--- config.mk ---
export PLATFORM = sky130hd
export DESIGN_NAME = tournament_choice_table
export DESIGN_NICKNAME = d
export VERILOG_FILES = /design/src/rtl/tournament_pkg.sv /design/src/rtl/tournament_choice_ram.sv /design/src/rtl/tournament_choice_table.sv
export SDC_FILE = /design/constraint.sdc
export NUM_CORES = 1
export LEC_CHECK = 0
export BUFFER_PORTS_ARGS = -buffer_cell sky130_fd_sc_hd__buf_2
export CAP_MARGIN = 20
export CORE_ASPECT_RATIO = 0.8
export CORE_MARGIN = 2
export CORE_UTILIZATION = 48
export DETAILED_ROUTE_END_ITERATION = 10
export GPL_ROUTABILITY_DRIVEN = 0
export PLACE_DENSITY = 0.68
export SYNTH_ARGS = -nofsm -noshare
export SYNTH_HDL_FRONTEND = slang
export SYNTH_SLANG_ARGS = --single-unit
--- constraint.sdc ---
create_clock -name clk -period 19.3 [get_ports clk]
set_input_delay 4.825 -clock clk [delete_from_list [all_inputs] [get_ports clk]]
set_output_delay 4.825 -clock clk [all_outputs]
set_load 0.03 [all_outputs]
--- src/rtl/tournament_pkg.sv ---
// Shared types, constants and the training function for the tournament choice counters.
// The selection mux uses the same constants for its global/local threshold.
package tournament_pkg;

  typedef logic [1:0] choice_t;

  localparam choice_t CHOICE_SLOCAL  = 2'd0;
  localparam choice_t CHOICE_WLOCAL  = 2'd1;
  localparam choice_t CHOICE_WGLOBAL = 2'd2;
  localparam choice_t CHOICE_SGLOBAL = 2'd3;
  localparam choice_t CHOICE_INIT    = CHOICE_WLOCAL;

  typedef enum logic {INIT, RUN} choice_state_e;

  // Move toward whichever component was right; no change when they agree.
  function automatic choice_t choice_train(input choice_t cur, input logic g_ok, input logic l_ok);
    choice_t nxt;
    nxt = cur;
    if (g_ok && !l_ok && cur != CHOICE_SGLOBAL) begin
      nxt = cur + 2'd1;
    end else if (l_ok && !g_ok && cur != CHOICE_SLOCAL) begin
      nxt = cur - 2'd1;
    end
    return nxt;
  endfunction

endpackage

--- src/rtl/tournament_choice_ram.sv ---
// 1R1W synchronous array of choice counters; registered read returns the pre-write value.
// No reset: contents are written by the owner's init sweep.
module tournament_choice_ram
  import tournament_pkg::*;
#(
  parameter int ENTRIES = 256,
  parameter int IDX_W   = $clog2(ENTRIES)
) (
  input  logic             clk,
  input  logic             wr_en,
  input  logic [IDX_W-1:0] wr_idx,
  input  choice_t          wr_data,
  input  logic [IDX_W-1:0] rd_idx,
  output choice_t          rd_data
);

  choice_t mem [ENTRIES];

  always_ff @(posedge clk) begin
    if (wr_en) begin
      mem[wr_idx] <= wr_data;
    end
    rd_data <= mem[rd_idx];
  end

endmodule

--- src/rtl/tournament_choice_table.sv ---
// Per-PC 2-bit choice counter table with self-initialising sweep, 1-cycle lookup,
// saturating training and write-to-read bypass.
module tournament_choice_table
  import tournament_pkg::*;
#(
  parameter int ENTRIES = 256,
  parameter int PC_W    = 32,
  parameter int PC_LSB  = 2,
  parameter int IDX_W   = $clog2(ENTRIES)
) (
  input  logic            clk,
  input  logic            rst_n,
  input  logic            lookup_v_i,
  input  logic [PC_W-1:0] lookup_pc_i,
  output logic            lookup_ready_o,
  output logic            choice_v_o,
  output choice_t         choice_o,
  input  logic            upd_v_i,
  input  logic [PC_W-1:0] upd_pc_i,
  input  logic            upd_global_correct_i,
  input  logic            upd_local_correct_i,
  output logic            upd_ready_o,
  output logic            init_done_o
);

  // Copy 0 serves lookups, copy 1 serves the training read; both get every write.
  localparam int NCOPY = 2;

  choice_state_e    state_reg, state_next;
  logic [IDX_W-1:0] init_idx_reg, init_idx_next;

  logic             run;
  logic             lookup_fire, upd_fire;
  logic [IDX_W-1:0] lookup_idx, upd_idx;

  logic             lk_v_reg;
  logic [IDX_W-1:0] lk_idx_reg;
  logic             tr_v_reg, tr_g_reg, tr_l_reg;
  logic [IDX_W-1:0] tr_idx_reg;
  logic             fwd_v_reg;
  logic [IDX_W-1:0] fwd_idx_reg;
  choice_t          fwd_val_reg;
  choice_t          choice_hold_reg;

  logic             wr_en;
  logic [IDX_W-1:0] wr_idx;
  choice_t          wr_data;
  choice_t          tr_base, lk_val;
  logic [IDX_W-1:0] rd_idx  [NCOPY];
  choice_t          rd_data [NCOPY];

  logic unused_pc_bits;
  assign unused_pc_bits = ^{lookup_pc_i, upd_pc_i};

  assign run            = (state_reg == RUN);
  assign lookup_ready_o = run;
  assign upd_ready_o    = run;
  assign init_done_o    = run;
  assign lookup_fire    = lookup_v_i & run;
  assign upd_fire       = upd_v_i & run;
  assign lookup_idx     = lookup_pc_i[PC_LSB +: IDX_W];
  assign upd_idx        = upd_pc_i[PC_LSB +: IDX_W];
  assign rd_idx[0]      = lookup_idx;
  assign rd_idx[1]      = upd_idx;

  always_ff @(posedge clk or negedge rst_n) begin
    if (!rst_n) begin
      state_reg    <= INIT;
      init_idx_reg <= '0;
    end else begin
      state_reg    <= state_next;
      init_idx_reg <= init_idx_next;
    end
  end

  always_comb begin
    state_next    = state_reg;
    init_idx_next = init_idx_reg;
    if (state_reg == INIT) begin
      init_idx_next = init_idx_reg + IDX_W'(1);
      if (init_idx_reg == IDX_W'(ENTRIES - 1)) begin
        state_next = RUN;
      end
    end
  end

  for (genvar gi = 0; gi < NCOPY; gi++) begin : g_copy
    tournament_choice_ram #(
      .ENTRIES(ENTRIES),
      .IDX_W  (IDX_W)
    ) u_ram (
      .clk    (clk),
      .wr_en  (wr_en),
      .wr_idx (wr_idx),
      .wr_data(wr_data),
      .rd_idx (rd_idx[gi]),
      .rd_data(rd_data[gi])
    );
  end

  // Training read lands a cycle late, so the write retired on that same edge is forwarded.
  always_comb begin
    tr_base = rd_data[1];
    if (fwd_v_reg && fwd_idx_reg == tr_idx_reg) begin
      tr_base = fwd_val_reg;
    end
    wr_en   = tr_v_reg;
    wr_idx  = tr_idx_reg;
    wr_data = choice_train(tr_base, tr_g_reg, tr_l_reg);
    if (state_reg == INIT) begin
      wr_en   = 1'b1;
      wr_idx  = init_idx_reg;
      wr_data = CHOICE_INIT;
    end
  end

  // Same-cycle update wins over the write that landed on the lookup's read edge.
  always_comb begin
    lk_val = rd_data[0];
    if (tr_v_reg && tr_idx_reg == lk_idx_reg) begin
      lk_val = wr_data;
    end else if (fwd_v_reg && fwd_idx_reg == lk_idx_reg) begin
      lk_val = fwd_val_reg;
    end
  end

  assign choice_v_o = lk_v_reg;
  assign choice_o   = lk_v_reg ? lk_val : choice_hold_reg;

  always_ff @(posedge clk or negedge rst_n) begin
    if (!rst_n) begin
      lk_v_reg        <= 1'b0;
      lk_idx_reg      <= '0;
      tr_v_reg        <= 1'b0;
      tr_idx_reg      <= '0;
      tr_g_reg        <= 1'b0;
      tr_l_reg        <= 1'b0;
      fwd_v_reg       <= 1'b0;
      fwd_idx_reg     <= '0;
      fwd_val_reg     <= CHOICE_INIT;
      choice_hold_reg <= CHOICE_INIT;
    end else begin
      lk_v_reg        <= lookup_fire;
      lk_idx_reg      <= lookup_idx;
      tr_v_reg        <= upd_fire;
      tr_idx_reg      <= upd_idx;
      tr_g_reg        <= upd_global_correct_i;
      tr_l_reg        <= upd_local_correct_i;
      fwd_v_reg       <= wr_en;
      fwd_idx_reg     <= wr_idx;
      fwd_val_reg     <= wr_data;
      choice_hold_reg <= choice_o;
    end
  end

endmodule

## Word level (Yosys, flattened, before mapping)

Memory sizes are Yosys's and may differ from the RTL's. A register that Yosys moved wholly into a read port is not among the register bits.
Cells that the tools add are included.

- Bits in registers: 42
- Memory bits (writable): 1024
- Input bits: 70
- Output and inout bits: 6
- Word-level logic and storage cells: 47
- Memories: 2

- Add/subtract/negate cells: 3
- Equality and inequality tests: 5
- Multiplexer cells: 13
- Bitwise operators: 2
- Reduce and logical (&&, ||, !) cells: 10

Memories:

| name | words | bits a word | rd ports | clocked after memory_dff | write ports | RTL line | text |
|---|---|---|---|---|---|---|---|
| g_copy[0].u_ram.mem | 256 | 2 | 1 | 1 | 1 | tournament_choice_ram.sv:17 | `choice_t mem [ENTRIES];` |
| g_copy[1].u_ram.mem | 256 | 2 | 1 | 1 | 1 | tournament_choice_ram.sv:17 |  |

Operators by type and width:

| operator | count |
|---|---|
| == test 8 bit | 3 |
| 2-to-1 mux 2 bit | 7 |
| adder 8 x 1 -> 8 bit (second input constant) | 1 |
| == test 8 bit (second input constant) | 1 |
| 2-to-1 mux 8 bit | 1 |
| logical AND 1 bit | 7 |
| 2-to-1 mux 1 bit | 5 |
| adder 2 x 1 -> 2 bit (second input constant) | 1 |
| AND 1 bit | 2 |
| logical NOT 1 bit | 2 |
| inequality test 2 bit (second input constant) | 1 |
| nonzero test 2 bit | 1 |
| subtractor 2 x 1 -> 2 bit (second input constant) | 1 |

## Depth between registers and ports, before layout

Gate-level depths: netlist of run 1.

- Depth after elaboration: 10
- Mapped depth: 12

## By module

A second synthesis of run 1 with hierarchy kept.

- Cell total of the unflattened synthesis: 2629
- Area, all modules: 44624.0 um^2

By module, submodules not included:

| module | times used | cells each | area each (um^2) | sequential area each (um^2) |
|---|---|---|---|---|
| tournament_choice_ram | 2 | 1242 | 21381.8 | 15414.8 |
| tournament_choice_table | 1 | 145 | 1860.5 | 1053.5 |

## Worst setup path before layout of run 1

Ideal clock, no wire load.

- Path type: flip-flop to output port
- Start point: reg tr_idx_reg[7]
- End point: out choice_o[1]
- Arrival: 9.573 ns
- Data required time: 14.475 ns
- Path slack: 4.902 ns
- Cell stages (with the launch flop): 12
- Path buffers: 0
- Path through: dfrtp_1 -> xnor2_1 -> nand3_1 -> nor3_1 -> mux2i_1 -> inv_1 -> ha_1 -> nor3b_1 -> nor2_1 -> a21oi_1 -> o211ai_1 -> o21ai_0

- Longest elaborated chain between the ends: 10
- Elaborated cells on any way between the ends: 16
- Classes of those cells: add/sub (2); eq/ne (3); mux (6); reduce/logical (5)

RTL lines:

| element | RTL line | text |
|---|---|---|
| start, declared | tournament_choice_table.sv:39 | `logic [IDX_W-1:0] tr_idx_reg;` |
| start signal, assigned | tournament_choice_table.sv:146 | `tr_idx_reg <= upd_idx;` |
| == test 8 bit * | tournament_choice_table.sv:104 | `if (fwd_v_reg && fwd_idx_reg == tr_idx_reg) begin` |
| logical AND 1 bit * | tournament_choice_table.sv:104 |  |
| 2-to-1 mux 2 bit * | tournament_choice_table.sv:104 |  |
| branches (longest 3 deep; another with subtractor 2 x 1 -> 2 bit) | n/a |  |
| 2-to-1 mux 2 bit * | tournament_pkg.sv:19 | `if (g_ok && !l_ok && cur != CHOICE_SGLOBAL) begin` |
| 2-to-1 mux 2 bit * | tournament_choice_table.sv:110 | `if (state_reg == INIT) begin` |
| net g_copy[0].u_ram.wr_data[1] | tournament_choice_ram.sv:12 | `input choice_t wr_data,` |
| 2-to-1 mux 2 bit * | tournament_choice_table.sv:120 | `if (tr_v_reg && tr_idx_reg == lk_idx_reg) begin` |
| 2-to-1 mux 2 bit * | tournament_choice_table.sv:128 | `assign choice_o = lk_v_reg ? lk_val : choice_hold_reg;` |
| end, declared | tournament_choice_table.sv:17 | `output choice_t choice_o,` |

Mark *: on every way through the listed nets, which the timed path passes.

## Final worst setup path of run 1

- Start point: reg tr_idx_reg[3]
- End point: out choice_o[1]

The elaborated chain is that of the path after synthesis.

==> flow_summary.ini, run 1 <==
[clock_network]
insertion_delay_ps = 620
tritoncts = done
cts_root_buf = clkbuf_16
cts.path.max_buffers = 3
clkTransAtPathRegs_ps = 60
clkSinkCount = 558
cts_setup_buffers = 0
postCtsHoldBufs = 0
cts_buffers = 54
h-tree-depth = 2
cts_resized = 0

[layout]
drive_gt1_share_pct = 18.23
antennaDiodeCount = 0
final_common_cell = edfxtp_1
fin_area_um2 = 29680
regMostFlops = g_copy.u_ram.mem
layout_common_cells = edfxtp_1 (512), nor2_1 (294), mux2i_1 (202)
largest_reg_flops = 512
fin_nets = 1879
syn2layout_area_growth_pct = 8.860

[grt]
first_global_vias = 17406
grt_pass1_wl_um = 115000
grt_overflow_total = 0
grt_start_max_net_pins = 116
track_usage_pct = 26.60
grt_antenna_before_repair = 1

[power_and_ir_drop]
ir_drop_v = 0.00007246
totalPowerFinal_uw = 2501
swShare_pct = 22.32
p_clk_share_pct = 42.5
p_leak_uw = 0.009334
seqPwrFrac_pct = 52.2
p_sw_uw = 558.1
intPower_uw = 1943
power_density_nw_per_um2 = 84.25
pwr-share-comb_pct = 5.3

[synth]
ys_types = 69
netlist.area_leader.share_pct = 56.38
synthesis.area_um2 = 27270
synth_top_area_cell = edfxtp_1
postSynthAreaPerCell_um2 = 15.00
synth_nets = 1891
synth_area_leaders = edfxtp_1 (56%), mux4_2 (15%), mux2i_1 (7.4%)
synth-seq-cells = 558
ys_async_sr_fraction_pct = 7.527
yosys_warnings = 0
synth_edf_count = 512
synth_flop_cell = edfxtp_1
syn_inst = 1818
yosysSeqAreaShare_pct = 60.54

[floorplanning]
pin_count = 76
die_w_um = 270.5
die_h_um = 217.2
die_area_um2 = 58740
rows = 78
start_util_pct = 48.34
fp.coreArea_um2 = 56410

[detailed_routing]
via_count = 17424
wl_per_cell_um = 29.99
drc = 0
drt-initial-drc-count = 2341
ant_nets = 0
routed_via_density = 6.678
first_pass_iters = 6
routed_wl_um = 78240

[sta]
period_share_pct = 47.59
setup_tns_ps = 0
setup-violations-final = 0
report.final.hold_viol_count = 0
slew_headroom_pct = 22.26
fin_skew_ps = 13.76
rsz0062_at_grt = no
worstMarginPinSlew_ps = 1155
layout_min_cycle_time_ps = 9184
final-max-slew-violation-count = 0
max_freq_mhz = 108.9
whs_ps = 514.5

[worst_setup_path]
rr_worst_depth = 13
reg2reg_slack_ps = 14220
critPathMaxFanout = 84
worstReg2RegStart = tr_idx_reg[3]
crit_required_ps = 14480
critical_path_arrival_ps = 4360
r2r_end = g_copy[1].u_ram.mem[26][0]
critPathKind = reg2out
cp-start-kind = flip-flop
end_kind = output pin

[hold_path]
min_from = init_idx_reg[2]
min_path_cells = 1
worstHoldEndpoint = init_idx_reg[2]
hold_path_class = reg2reg

[run_status]
run_status = complete, no violations

[placed_design]
io_buffers = 27
dp.final_hpwl_um = 47400
place_area_um2 = 27920

[flow_run]
drv_cap = 0
## worst max-delay path: stages (launching register included)
cell and delay [ps]:
dfrtp_1 420, xnor2_1 200, nand4_1 130, nor3_1 380
mux2i_1 470, inv_1 100, ha_1 190, nor3b_1 290
nor2_1 160, a21oi_4 160, buf_4 670, o211ai_1 160
o21ai_0 150, buf_2 250
## worst max-delay path by stage
| stage | to | slack, ps | start | cells after the start |
|---|---|---|---|---|
| finish | choice_o[1] | 10120 | tr_idx_reg[3] | 13 |
| global route | choice_o[1] | 9820 | tr_idx_reg[3] | 13 |
| CTS | choice_o[1] | 10100 | tr_idx_reg[3] | 13 |
| detailed placement | g_copy[0].u_ram.rd_data[0] | 10110 | lookup_pc_i[2] | 10 |
| global placement | g_copy[0].u_ram.rd_data[0] | 10140 | lookup_pc_i[2] | 10 |
| floorplan | choice_o[1] | 4900 | tr_idx_reg[7] | 11 |
## cell usage after synthesis (all sizes together), types with 4 or more instances
cell type	number
mux4	182
inv	16
nor2	294
xnor2	23
dfrtp	40
mux2i	202
a211oi	5
nor4	18
and2	7
nor3	21
nand2b	9
o21ai	21
a31oi	5
xor2	9
buf	71
o22ai	61
nand3	35
o221ai	28
a311oi	4
nand2	85
edfxtp	512
a21oi	28
a2111oi	7
nor2b	6
dfxtp	4
clkbuf	68
## kinds of logic (layout without fill, tap and decap cells)
| kind of cell | Yosys count | count (layout) | share of synthesized area [%] |
|---|---|---|---|
| AND/OR/NAND/NOR | 487 | 487 | 7.484 |
| XOR/XNOR | 32 | 32 | 1.028 |
| multiplexers | 386 | 386 | 22.57 |
| flip-flops | 558 | 558 | 60.54 |
| AO/OA/AOI/OAI | 196 | 196 | 5.020 |
| buffers and inverters | 156 | 187 | 3.226 |
| adder cells (fa/ha/maj) | 3 | 3 | 0.1377 |
## per-stage QoR
stage | cells | util, % | setup slack [ps]
finish | 2609 | 52.62 | 10120
global route | 2609 | 52.62 | 9824
CTS | 2608 | 52.58 | 10100
detailed placement | 2509 | 49.50 | 10110
global placement | 2509 | 49.50 | 10140
floorplan | 1818 | - | 4902
## cell type report
| cell class | instances | area (um^2) |
|---|---|---|
| fill | 4727 | 26720 |
| sequential | 558 | 16510 |
| multi-input combinational | 1104 | 9902 |
| clock buffer | 64 | 1389 |
| tap | 760 | 950.9 |
| timing repair buffer | 71 | 525.5 |
| clock inverter | 35 | 345.3 |
| inverter | 17 | 63.81 |
## power by group through the flow
stage	registers (uW)	logic [uW]	clock network (uW)
final	1310	132	1060
after global placement	1330	127	0
after detailed placement	1330	128	0
after floorplan	1330	88.8	0
after CTS	1310	129	1070
after global routing	1310	136	1120
## metal layers
metal	GRT usage [%]	vias to the layer above	wire length, um
met1	38.01	8980	30770
met3	7.360	169	10050
met4	8.471	0	2457
met2	39.80	1109	34960
met5	0	-	0
li1	-	7166	-
Power figures use the tool's default switching activity.
==> run 2: changes to the inputs <==
--- a/config.mk
+++ b/config.mk
@@ -12,7 +12,7 @@
 export CORE_UTILIZATION = 48
 export DETAILED_ROUTE_END_ITERATION = 10
 export GPL_ROUTABILITY_DRIVEN = 0
-export PLACE_DENSITY = 0.68
+export PLACE_DENSITY = 0.7
 export SYNTH_ARGS = -nofsm -noshare
 export SYNTH_HDL_FRONTEND = slang
 export SYNTH_SLANG_ARGS = --single-unit
==> constraint.sdc (replaced) <==
create_clock -name clk -period 8.34 [get_ports clk]
set_input_delay 2.085 -clock clk [delete_from_list [all_inputs] [get_ports clk]]
set_output_delay 2.085 -clock clk [all_outputs]
set_load 0.03 [all_outputs]
==> run 2 against run 1 <==
  * Clock power increased by 130%
  * Global-route usage decreased by 0.44 points
  * Sequential cell count unchanged
  * Cell area about the same
  * Clock skew increased by 7.0 ps
  * Worst hold slack got worse by 16 ps
  * Utilization about the same
  * First-iteration DRC count increased by 10%
  * Setup slack got worse by 8000 ps
  * Die area unchanged
  * Via count increased by 0.25%
  * Sequential share of layout area about the same
  * Critical path type unchanged
  * Highest routed layer unchanged
==> flow_summary.ini, run 2 (same netlist as run 1, synthesis figures left out) <==
[run_status]
run_status = complete, no violations

[worst_setup_path]
end_kind = output pin
crit_required_ps = 6260
critPathMaxStageDelay_ps = 470
cp.buffers_inverters = 2
r2r_end = g_copy[1].u_ram.mem[217][0]
reg2reg_slack_ps = 3430
crit_path_top_delay_cell = mux2i_1
critical_path_arrival_ps = 4090
critPathKind = reg2out
cp_cell_sequence = xnor2_1, nand3_1, nor3_1, mux2i_1, inv_1, ha_1, nor3b_1, nor2_1, xnor2_1, nand2_4, a221o_1, buf_2
cp_top_family = simple AND/OR/NAND/NOR gates
path_common_cell = xnor2_1
critPathMaxFanout = 48
rr_worst_depth = 13
cp-start-kind = flip-flop
worstReg2RegStart = tr_idx_reg[6]

[detailed_routing]
wl_per_cell_um = 29.37
ant_nets = 0
via_count = 17467
first_pass_iters = 6
drt-initial-drc-count = 2584
routed_via_density = 6.708
routed_wl_um = 76470
drc = 0

[layout]
largest_reg_flops = 512
drive_gt1_share_pct = 18.18
layout_common_cells = edfxtp_1 (512), nor2_1 (294), mux2i_1 (202)
final_common_cell = edfxtp_1
syn2layout_area_growth_pct = 8.906
regMostFlops = g_copy.u_ram.mem
fin_nets = 1872
stdcell_count = 2604

[sta]
max_freq_mhz = 161.8
fin_skew_ps = 20.72
setup_tns_ps = 0
setup_ws_ps = 2160
whs_ps = 498.2
report.final.hold_viol_count = 0
setup-violations-final = 0
slew_headroom_pct = 22.16
worstMarginPinSlew_ps = 1168
layout_min_cycle_time_ps = 6180
final-max-slew-violation-count = 0
rsz0062_at_grt = no
period_share_pct = 74.10

[hold_path]
min_from = init_idx_reg[2]
worstHoldEndpoint = init_idx_reg[2]
hold_path_class = reg2reg
min_path_cells = 1

[clock_network]
cts_root_buf = clkbuf_16
cts_resized = 0
cts_buffers = 53
clkTransAtPathRegs_ps = 60
tritoncts = done
clkSinkCount = 558
insertion_delay_ps = 620
h-tree-depth = 2
cts_setup_buffers = 0
cts.path.max_buffers = 3
postCtsHoldBufs = 0

[floorplanning]
pin_count = 76
rows = 78
die_h_um = 217.2
start_util_pct = 48.34
fp.coreArea_um2 = 56410
die_area_um2 = 58740
die_w_um = 270.5

[power_and_ir_drop]
p_leak_uw = 0.009330
totalPowerFinal_uw = 5763
ir_drop_v = 0.0001418
power_density_nw_per_um2 = 194.1

[placed_design]
dp.final_hpwl_um = 46650
dpl_worst_slack_ps = 2761
io_buffers = 27
place_inst = 2503

[grt]
first_global_vias = 17601
grt_overflow_total = 0
grt_antenna_before_repair = 3
grt_start_max_net_pins = 258
track_usage_pct = 26.16
grt_pass1_wl_um = 113800

[flow_run]
drv_cap = 0
-- run 2: cell count changes in the layout (fill, tap and decap cells not counted), sizes merged --
| cell | change |
|---|---|
| clkbuf | +7 |
| diode | +1 |
| clkinv | -3 |
| inv | -2 |
| bufinv | -2 |
| buf | -6 |
-- run 2: report_power, final --
part           total [uW]  switching [uW]  internal [uW]
Combinational         296             194            103
Sequential           3020            7.90           3020
Clock                2440            1050           1390
Total                5760            1250           4510
-- run 2: worst max path at each step --
stage	from	end	slack, ps	depth (start not counted)
after floorplan	tr_idx_reg[7]	choice_o[0]	470	11
after CTS	tr_idx_reg[6]	choice_o[0]	2100	12
after global routing	tr_idx_reg[6]	choice_o[0]	1820	12
after global placement	tr_idx_reg[0]	choice_o[0]	2850	12
after detailed placement	tr_idx_reg[3]	choice_o[0]	2760	12
final	tr_idx_reg[6]	choice_o[0]	2160	12
-- run 2: area by class of cell --
cell class                 count  area (um^2)
antenna                        1        2.502
clock buffer                  71         1510
fill                        4630        26710
clock inverter                28        234.0
timing repair buffer          65        505.5
tap                          760        950.9
multi-input combinational   1104         9922
inverter                      17        63.81
sequential                   558        16510
-- run 2: through the flow --
step,cell area (um^2),util (%)
2_1_floorplan,27280,-
3_3_place_gp,27920,49.50
3_5_place_dp,27920,49.50
4_1_cts,29670,52.59
5_1_grt,29690,52.64
6_report,29700,52.65
-- run 2: worst reg2reg max path, stage by stage (launching register included) --
cell,delay [ps]
dfrtp_1,420
xnor2_1,190
nand3_1,110
nor3_1,370
mux2i_1,470
inv_1,90
ha_1,190
nor3b_1,250
nor2_1,150
xnor2_1,180
nand2_4,430
buf_4,400
buf_16,350
buf_4,940
-- run 2: layer usage --
metal	track usage, %	part of all wire, %
met5	0	0
met4	9.337	3.4
met2	38.90	44
met1	37.90	40
met3	6.201	13
==> run 3: changes to the inputs <==
--- a/config.mk
+++ b/config.mk
@@ -5,6 +5,7 @@
 export SDC_FILE = /design/constraint.sdc
 export NUM_CORES = 1
 export LEC_CHECK = 0
+export ABC_AREA = 1
 export BUFFER_PORTS_ARGS = -buffer_cell sky130_fd_sc_hd__buf_2
 export CAP_MARGIN = 20
 export CORE_ASPECT_RATIO = 0.8
@@ -12,7 +13,7 @@
 export CORE_UTILIZATION = 48
 export DETAILED_ROUTE_END_ITERATION = 10
 export GPL_ROUTABILITY_DRIVEN = 0
-export PLACE_DENSITY = 0.7
+export PLACE_DENSITY = 0.68
 export SYNTH_ARGS = -nofsm -noshare
 export SYNTH_HDL_FRONTEND = slang
 export SYNTH_SLANG_ARGS = --single-unit
==> constraint.sdc (replaced) <==
create_clock -name clk -period 5.8 [get_ports clk]
set_input_delay 1.45 -clock clk [delete_from_list [all_inputs] [get_ports clk]]
set_output_delay 1.45 -clock clk [all_outputs]
set_load 0.03 [all_outputs]
==> run 3 against run 2 <==
  * First-iteration DRC count is 35% higher
  * Sequential power is 44% higher
  * Combinational power grew to 2.6 times the previous value
  * Sequential cell count stayed put
  * Worst hold slack worse by 6.5 ps
  * Non-clock buffer count is 12 higher
  * Die area is 6.6% higher
  * Sequential share of layout area is 3.3 points lower
  * Largest cell class unchanged
  * Global-route usage is 3.6 points higher
  * Register-to-register slack worse by 1300 ps
  * Synthesized cell count is 90% higher
  * Routed wire length is 23% higher
  * Largest power group unchanged
==> flow_summary.ini, run 3 <==
[layout]
syn2layout_area_growth_pct = 8.441
layout_common_cells = nand2_1 (1,179), nand3_1 (998), edfxtp_1 (512)
finalCoreUtilization_pct = 52.80
fin_area_um2 = 31550
final_common_cell = nand2_1
stdcell_count = 4163
drive_gt1_share_pct = 6.121
fin_nets = 3409
regMostFlops = g_copy.u_ram.mem
largest_reg_flops = 512

[synth]
synth_area_leaders = edfxtp_1 (53%), nand3_1 (17%), nand2_1 (15%)
syn_inst = 3457
ys_types = 36
yosys_warnings = 0
synthesis.area_um2 = 29100
ys_async_sr_fraction_pct = 7.527
yosysSeqAreaShare_pct = 56.74
synth_commonest_cells = nand2_1 (1,181), nand3_1 (999), edfxtp_1 (512)
synth_flop_cell = edfxtp_1
synth_top_area_cell = edfxtp_1
netlist.area_leader.share_pct = 52.84
synth-seq-cells = 558
yosysMostFrequentCell = nand2_1
synth_nets = 3530
synth_edf_count = 512
postSynthAreaPerCell_um2 = 8.417

[clock_network]
h-tree-depth = 2
clkSinkCount = 558
cts_resized = 0
cts_setup_buffers = 0
cts_buffers = 55
postCtsHoldBufs = 0
cts.path.max_buffers = 3
cts_root_buf = clkbuf_16
clkTransAtPathRegs_ps = 60
tritoncts = done
insertion_delay_ps = 630

[worst_setup_path]
cp_cell_sequence = inv_1, or2_2, nand2_1, nor2_1, nand3_1, nor2_1, nand2_1, nand2_1, inv_1, ha_1, nor3_1, inv_1, nand2_1, inv_1, nand3_1, nand4_1, nand2_1, nand2_1, buf_2
critPathKind = reg2out
critPathMaxStageDelay_ps = 360
cp-start-kind = flip-flop
worstReg2RegStart = init_done_o
critPathMaxFanout = 6
critical_path_arrival_ps = 3340
path_common_cell = nand2_1
crit_path_top_delay_cell = dfrtp_1
end_kind = output pin
crit_required_ps = 4350
cp-startpoint = tr_idx_reg[5]

[floorplanning]
fp.coreArea_um2 = 59760
start_util_pct = 48.69
die_w_um = 279.3
die_area_um2 = 62620
pin_count = 76
die_h_um = 224.2
rows = 80

[detailed_routing]
top_signal_layer_used = met5
via_count = 25158
met3_length_um = 11700
drt-initial-drc-count = 3497
route.met2.wl_um = 40410
routed_via_density = 6.043
first_pass_iters = 6
drc = 0
ant_nets = 0
drt-met1-wl_um = 38290
wl_per_cell_um = 22.64
routed_wl_um = 94260

[sta]
setup-violations-final = 0
slew_headroom_pct = 12.63
fin_skew_ps = 17.31
max_freq_mhz = 208.9
setup_tns_ps = 0
report.final.hold_viol_count = 0
rsz0062_at_grt = no
setup_ws_ps = 1013
worstMarginPinSlew_ps = 1311
final-max-slew-violation-count = 0
layout_min_cycle_time_ps = 4787
period_share_pct = 82.54

[hold_path]
min_from = choice_hold_reg[1]
hold_path_class = reg2reg

[grt]
grt_overflow_total = 0
grt_start_max_net_pins = 258
first_global_vias = 23332
grt_pass1_wl_um = 142000
grt_antenna_before_repair = 2
track_usage_pct = 29.79

[placed_design]
io_buffers = 27
place_inst = 4056
dp.final_hpwl_um = 52800
place_area_um2 = 29620
dpl_worst_slack_ps = 1731

[power_and_ir_drop]
power_density_nw_per_um2 = 282.2
ir_drop_v = 0.0002365
p_leak_uw = 0.01224

[run_status]
run_status = complete, no violations

[flow_run]
drv_cap = 0
[run 3: cell types whose count changed after synthesis, sizes merged, moves of 14 or more]
cell    delta
nor2      +22
mux2i    -202
mux4     -182
xnor2     -19
o22ai     -59
nor4      -16
o221ai    -27
nor3      -15
clkbuf    +14
nand3    +966
inv       +70
a21oi     -26
buf      +102
nand2   +1100
[run 3: final timing paths]
check	to	slack, ps	depth (start not counted)
max	choice_o[0]	1010	19
min	choice_hold_reg[1]	490	2
max reg2reg	g_copy[1].u_ram.mem[237][1]	2130	9
min reg2reg	choice_hold_reg[1]	490	2
max in group asynchronous	tr_idx_reg[0]	4250	1
min in group asynchronous	init_idx_reg[5]	960	1
[run 3: cells by family (layout without fill, tap and decap cells)]
logic type,Yosys count,in the layout,share of synthesized area [%]
other cells,0,2,0
fa+ha+maj,3,3,0.1290
flops,558,558,56.74
simple gates,2521,2521,37.20
compound gates,19,19,0.4171
xor+xnor,15,15,0.4515
buf+inv,341,266,5.070
[run 3: worst max-delay path: cells and delay by family (launching register included)]
| kind | cells | cell delay (ps) |
|---|---|---|
| buffers and inverters | 5 | 550 |
| flip-flops | 1 | 360 |
| adder cells (fa/ha/maj) | 1 | 170 |
| AND/OR/NAND/NOR | 13 | 1650 |
[run 3: report_power, final]
group | switching (uW) | internal [uW] | leakage [uW]
sequential | 9.76 | 4340 | 0.00504
combinational | 561 | 209 | 0.00627
clock | 1580 | 2210 | 0.000925
[run 3: cell type report]
cell class / instances / area [um^2]
diodes: 2 / 5.005
multi-input cells: 2558 / 11130
inverters: 86 / 347.8
flip-flops and latches: 558 / 16510
clock inverters: 35 / 430.4
clock buffers: 68 / 1445
repair buffers: 77 / 710.7
fillers: 5517 / 28200
well taps: 779 / 974.7
[run 3: through the flow]
stage          hold slack (ps)  power (uW)
2_1_floorplan            468.7        4923
3_3_place_gp             461.9        5163
3_5_place_dp             474.8        5169
4_1_cts                  492.3        8893
5_1_grt                  513.4        9145
6_report                 491.7        8905
[run 3: routing by layer]
metal | track usage, % | vias to the layer above
li1 | - | 11480
met1 | 42.78 | 11821
met2 | 43.90 | 1615
met3 | 6.139 | 240
met4 | 12.82 | 2
met5 | 0 | -
